$ cat src/rtl/pc_sequencer.sv
// Next-PC sequencer feeding an external return-address stack, with a mirrored stack depth.
// Define RAS_DEPTH_CHECK_EN to stop on call overflow or empty return before the stack is touched.
module pc_sequencer #(
    parameter int                 ADDR_W      = 12,
    parameter int                 STACK_DEPTH = 8,
    parameter logic [ADDR_W-1:0]  RESET_PC    = '0
) (
    input  logic              clk,
    input  logic              rst_n,
    input  logic              stall,
    input  logic              is_jump,
    input  logic              is_branch,
    input  logic              branch_taken,
    input  logic              is_call,
    input  logic              is_ret,
    input  logic              is_halt,
    input  logic [ADDR_W-1:0] target,
    input  logic [ADDR_W-1:0] pop_data,
    input  logic              overflow,
    output logic [ADDR_W-1:0] pc,
    output logic              push_sig,
    output logic              pop_sig,
    output logic [ADDR_W-1:0] push_data,
    output logic              halted,
    output logic              fault,
    output logic [3:0]        depth
);

    typedef enum logic [1:0] {
        S_RUN      = 2'd0,
        S_RET_WAIT = 2'd1,
        S_HALT     = 2'd2
    } state_t;

    localparam logic [3:0] DEPTH_MAX = 4'(STACK_DEPTH);

    state_t            state_q, state_d;
    logic [ADDR_W-1:0] pc_q, pc_d;
    logic [ADDR_W-1:0] pc_inc;
    logic [3:0]        depth_q, depth_d;
    logic              halted_q, halted_d;
    logic              fault_q, fault_d;
    logic              active;
    logic              do_ret;
    logic              do_call;
    logic              ret_ok;
    logic              call_ok;

    assign pc_inc = pc_q + 1'b1;

    // Stack strobes are live only while running unstalled and out of reset.
    assign active  = rst_n && (state_q == S_RUN) && !stall;
    assign do_ret  = active && !is_halt && is_ret;
    assign do_call = active && !is_halt && !is_ret && is_call;

`ifdef RAS_DEPTH_CHECK_EN
    assign ret_ok  = (depth_q != 4'd0);
    assign call_ok = (depth_q != DEPTH_MAX);
`else
    assign ret_ok  = 1'b1;
    assign call_ok = 1'b1;
`endif

    assign pop_sig   = do_ret && ret_ok;
    assign push_sig  = do_call && call_ok;
    assign push_data = pc_inc;
    assign pc        = pc_q;
    assign depth     = depth_q;
    assign halted    = halted_q;
    assign fault     = fault_q;

    always_comb begin
        state_d  = state_q;
        pc_d     = pc_q;
        depth_d  = depth_q;
        halted_d = halted_q;
        fault_d  = fault_q;
        case (state_q)
            S_RUN: begin
                if (!stall) begin
                    if (is_halt) begin
                        state_d  = S_HALT;
                        halted_d = 1'b1;
                    end else if (is_ret) begin
                        if (ret_ok) begin
                            state_d = S_RET_WAIT;
                            if (depth_q != 4'd0) depth_d = depth_q - 4'd1;
                        end else begin
                            state_d  = S_HALT;
                            halted_d = 1'b1;
                            fault_d  = 1'b1;
                        end
                    end else if (is_call) begin
                        if (call_ok) begin
                            pc_d = target;
                            if (depth_q != DEPTH_MAX) depth_d = depth_q + 4'd1;
                        end else begin
                            state_d  = S_HALT;
                            halted_d = 1'b1;
                            fault_d  = 1'b1;
                        end
                    end else if (is_jump || (is_branch && branch_taken)) begin
                        pc_d = target;
                    end else begin
                        pc_d = pc_inc;
                    end
                end
            end
            // Return data arrives one cycle after the pop; this state never stalls.
            S_RET_WAIT: begin
                pc_d    = pop_data;
                state_d = S_RUN;
            end
            S_HALT: begin
            end
            default: begin
                state_d = S_HALT;
            end
        endcase
        // A stack overflow report overrides whatever this cycle decoded.
        if (overflow) begin
            state_d  = S_HALT;
            halted_d = 1'b1;
            fault_d  = 1'b1;
            pc_d     = pc_q;
            depth_d  = depth_q;
        end
    end

    always_ff @(posedge clk or negedge rst_n) begin
        if (!rst_n) begin
            state_q  <= S_RUN;
            pc_q     <= RESET_PC;
            depth_q  <= 4'd0;
            halted_q <= 1'b0;
            fault_q  <= 1'b0;
        end else begin
            state_q  <= state_d;
            pc_q     <= pc_d;
            depth_q  <= depth_d;
            halted_q <= halted_d;
            fault_q  <= fault_d;
        end
    end

endmodule

$ cat config.mk
export PLATFORM = sky130hd
export DESIGN_NAME = pc_sequencer
export DESIGN_NICKNAME = d
export VERILOG_FILES = /design/src/rtl/pc_sequencer.sv
export SDC_FILE = /design/constraint.sdc
export NUM_CORES = 1
export LEC_CHECK = 0
export ABC_AREA = 1
export ABC_CLOCK_PERIOD_IN_PS = 3900
export CAP_MARGIN = 30
export CORE_ASPECT_RATIO = 0.6
export CORE_MARGIN = 2
export CORE_UTILIZATION = 24
export CTS_CLUSTER_SIZE = 30
export DETAILED_ROUTE_END_ITERATION = 12
export SLEW_MARGIN = 0
export SYNTH_ARGS = -nofsm -noshare
export SYNTH_HDL_FRONTEND = slang
export SYNTH_SLANG_ARGS = --single-unit
export TNS_END_PERCENT = 50
$ cat constraint.sdc
create_clock -name clk -period 3.9 [get_ports clk]
set_clock_uncertainty 0.1 [all_clocks]
set_input_delay 0.78 -clock clk [delete_from_list [all_inputs] [get_ports clk]]
set_output_delay 0.78 -clock clk [all_outputs]
set_load 0.1 [all_outputs]
==> run_results.csv <==
group,metric,value,unit
status,status,"finished, final reports clean",
job,cap_violations,0,
setup_path,crit_slowest_cell,"clkdlybuf4s50_1",
clock_tree,clockBufferDepth,2,
placement,portBuffers,65,
setup_path,cp.buffers_inverters,2,
logic_synthesis,synthTopCellsByArea,"dfrtp_1 (34%), nand2_1 (12%), nor2_1 (8.6%)",
cells_and_area,syn2layout_area_growth,52.2,%
sta,relSlewSlack,0.341,
pwr,p_sw_frac,0.236,
logic_synthesis,synth_edf_count,0,
pwr,power_frac_seq,0.501,
pwr,pwr-share-clk,0.334,
clock_tree,hold_buffers,0,
setup_path,cp.required,3.02,ns
sta,rsz0062_at_grt,"false",
setup_path,worstPathArrival,1.99,ns
pwr,power.density,183,mW/mm^2
placement,routabilityCongestion,0.814,
global_route,gr-total-overflow,0,
sta,setup_viol,0,
pwr,p_int,0.316,mW
clock_tree,cts_buffers,3,
sta,setup_tns,0,ns
setup_path,cp_cell_sequence,"clkdlybuf4s50_1 -> nor2_1 -> nand3_1 -> nor3_2 -> buf_12",
logic_synthesis,synth_top_area_share,0.338,
worst_hold_path,min_from,"fault",
routing,post_drt_wl_per_cell,12.7,um
die,io_pins,66,
logic_synthesis,synthFlopType,"dfrtp_1",
placement,placed_area,0.00222,sq mm
setup_path,crit_path_max_incr_delay,0.44,ns
sta,finalCritPeriodShare,0.735,
setup_path,worstPathMaxFanout,3,
routing,wl,4520,um
logic_synthesis,ys_seq_area_frac,0.338,
placement,hpwl,3590,um
cells_and_area,finalInstanceArea,0.00226,sq mm
sta,max_freq,349,MHz
logic_synthesis,yosys_register_bits,20,
cells_and_area,nets,311,
setup_path,cp-end-kind,"output port",
clock_tree,cts_tree,"yes",
setup_path,crit_path_start,"is_halt",
logic_synthesis,async_flop_share,1.00,
logic_synthesis,yosysWarnings,0,
die,core,0.00603,sq mm
logic_synthesis,synth.net_count,243,
placement,dp_cells,352,
die,initial_core_util,0.246,
clock_tree,worstSkewPairLatency,0.26,ns
routing,vias,1548,
routing,viasPerCell,4.36,
clock_tree,clockRootBuffer,"clkbuf_8",
logic_synthesis,netlist_instances,205,
logic_synthesis,synth_top_area_cell,"dfrtp_1",
clock_tree,cts_sinks,20,
routing,drtIter0Drc,74,
global_route,grt_pass1_wl,7420,um
global_route,grt_max_degree,21,
cells_and_area,drive_gt1_frac,0.166,
setup_path,critPathKind,"in2out",
clock_tree,cts.clk_slew.worst_paths,0.07,ns
cells_and_area,register_area,500,sq um
cells_and_area,final_cells,355,
pwr,switchingPower,0.0979,mW
clock_tree,h-tree-depth,1,
routing,drc,0,
die,dieArea,0.00684,sq mm
routing,drtAntennaViolNets,0,
global_route,grt_antenna_before_repair,0,
pwr,combPwrFrac,0.166,
cells_and_area,fill_cells,621,
logic_synthesis,synth_most_common_cell,"nand2_1",
cells_and_area,diodes,0,
logic_synthesis,syn_area_per_cell,7.23,sq um
sta,hold_viol,0,
sta,worstMarginPinSlew,0.986,ns
pwr,peakVddDrop,0.000102,V
setup_path,start_kind,"input port",
die,die-height,64.9,um
pwr,cellLeakagePower,1.02,nW
logic_synthesis,synth.distinct_cells,31,
die,die_w,105,um
setup_path,r2r_start,"pc[0]",
sta,period_needed,2.87,ns
cells_and_area,multiInputGateArea,871,sq um
clock_tree,postCtsSetupBuffers,0,
setup_path,crit_family,"buffers and inverters",
worst_hold_path,min_path_type,"reg2reg",
logic_synthesis,netlist_top_cells_count,"nand2_1 (47), nor2_1 (34), a21oi_1 (23), dfrtp_1 (20), inv_1 (15)",
die,rows,22,
clock_tree,cts_resized,0,
global_route,grtUsageTotal,0.138,
routing,dr.pass1.iters,4,
sta,maxSlewViolCount,0,
global_route,first_global_vias,1474,
logic_synthesis,syn_area,0.00148,sq mm
[layout by cell type, fill, tap and decap left out, types with 3 or more instances in the layout]
| master | Yosys | layout |
|---|---|---|
| buf_4 | 0 | 14 |
| inv_2 | 5 | 5 |
| inv_1 | 15 | 15 |
| nand3b_1 | 3 | 3 |
| ha_1 | 3 | 3 |
| a21oi_2 | 4 | 4 |
| xor2_1 | 5 | 5 |
| a21oi_1 | 23 | 23 |
| o21ai_1 | 3 | 3 |
| o21ai_0 | 3 | 3 |
| nor2_4 | 4 | 4 |
| nor2_2 | 3 | 3 |
| clkbuf_8 | 0 | 3 |
| dfrtp_1 | 20 | 20 |
| xnor2_1 | 3 | 3 |
| nor2_1 | 34 | 34 |
| nand3_1 | 9 | 9 |
| clkdlybuf4s50_1 | 0 | 51 |
| nand2_1 | 47 | 47 |
[routing by layer]
layer | GRT usage | wire, um
met1 | 0.208 | 2400
met2 | 0.198 | 1810
met4 | 0.0200 | 24
met5 | 0 | 0
met3 | 0.0372 | 289
[worst register-to-register path: cells and delay by family, from the launching register on]
family / cells / cell delay (ns)
simple gates: 2 / 0.26
flops: 1 / 0.46
fa+ha+maj: 1 / 0.25
compound gates: 2 / 0.22
xor+xnor: 1 / 0.27
[sequential cells by signal, indices dropped and copies added (netlist names)]
signal	count
pc	12
depth	4
fault	1
halted	1
state_q	2
[power groups by stage]
stage | Clock (mW) | Sequential (mW) | Combinational (mW)
finish | 0.138 | 0.207 | 0.0686
global route | 0.152 | 0.207 | 0.0758
CTS | 0.143 | 0.207 | 0.0695
detailed placement | 0 | 0.211 | 0.0691
global placement | 0 | 0.211 | 0.0691
floorplan | 0 | 0.211 | 0.0238
[final cells by class]
class | instances | area share
multi-input combinational | 160 | 0.386
timing repair buffer | 67 | 0.290
sequential | 20 | 0.222
tap | 84 | 0.0466
inverter | 21 | 0.0371
clock buffer | 3 | 0.0183
[cells by family (layout without fill, tap and decap cells)]
family | count (synthesis) | in the layout | share of synthesized area
simple gates | 110 | 110 | 0.340
compound gates | 36 | 36 | 0.136
buf+inv | 25 | 91 | 0.0785
flops | 20 | 20 | 0.338
xor+xnor | 10 | 10 | 0.0692
fa+ha+maj | 4 | 4 | 0.0388
[worst paths after layout]
check                           end  slack, ns  cells after the start
max                        push_sig       1.03                      5
min                           fault       0.37                      1
max reg2reg                   pc[4]       2.28                      6
min reg2reg                   fault       0.37                      1
max in group asynchronous     pc[0]       2.55                      2
min in group asynchronous     pc[8]       0.92                      2
[through the flow]
step           hold WS, ns   util  worst slack [ns]  power (mW)
2_1_floorplan        0.384      -          -0.00403       0.235
3_3_place_gp         0.354  0.368              1.07       0.280
3_5_place_dp         0.361  0.368              1.04       0.280
4_1_cts              0.374  0.374              1.04       0.420
5_1_grt              0.403  0.374             0.923       0.435
6_report             0.367  0.374              1.03       0.414
(Power assumes the default switching activity.)
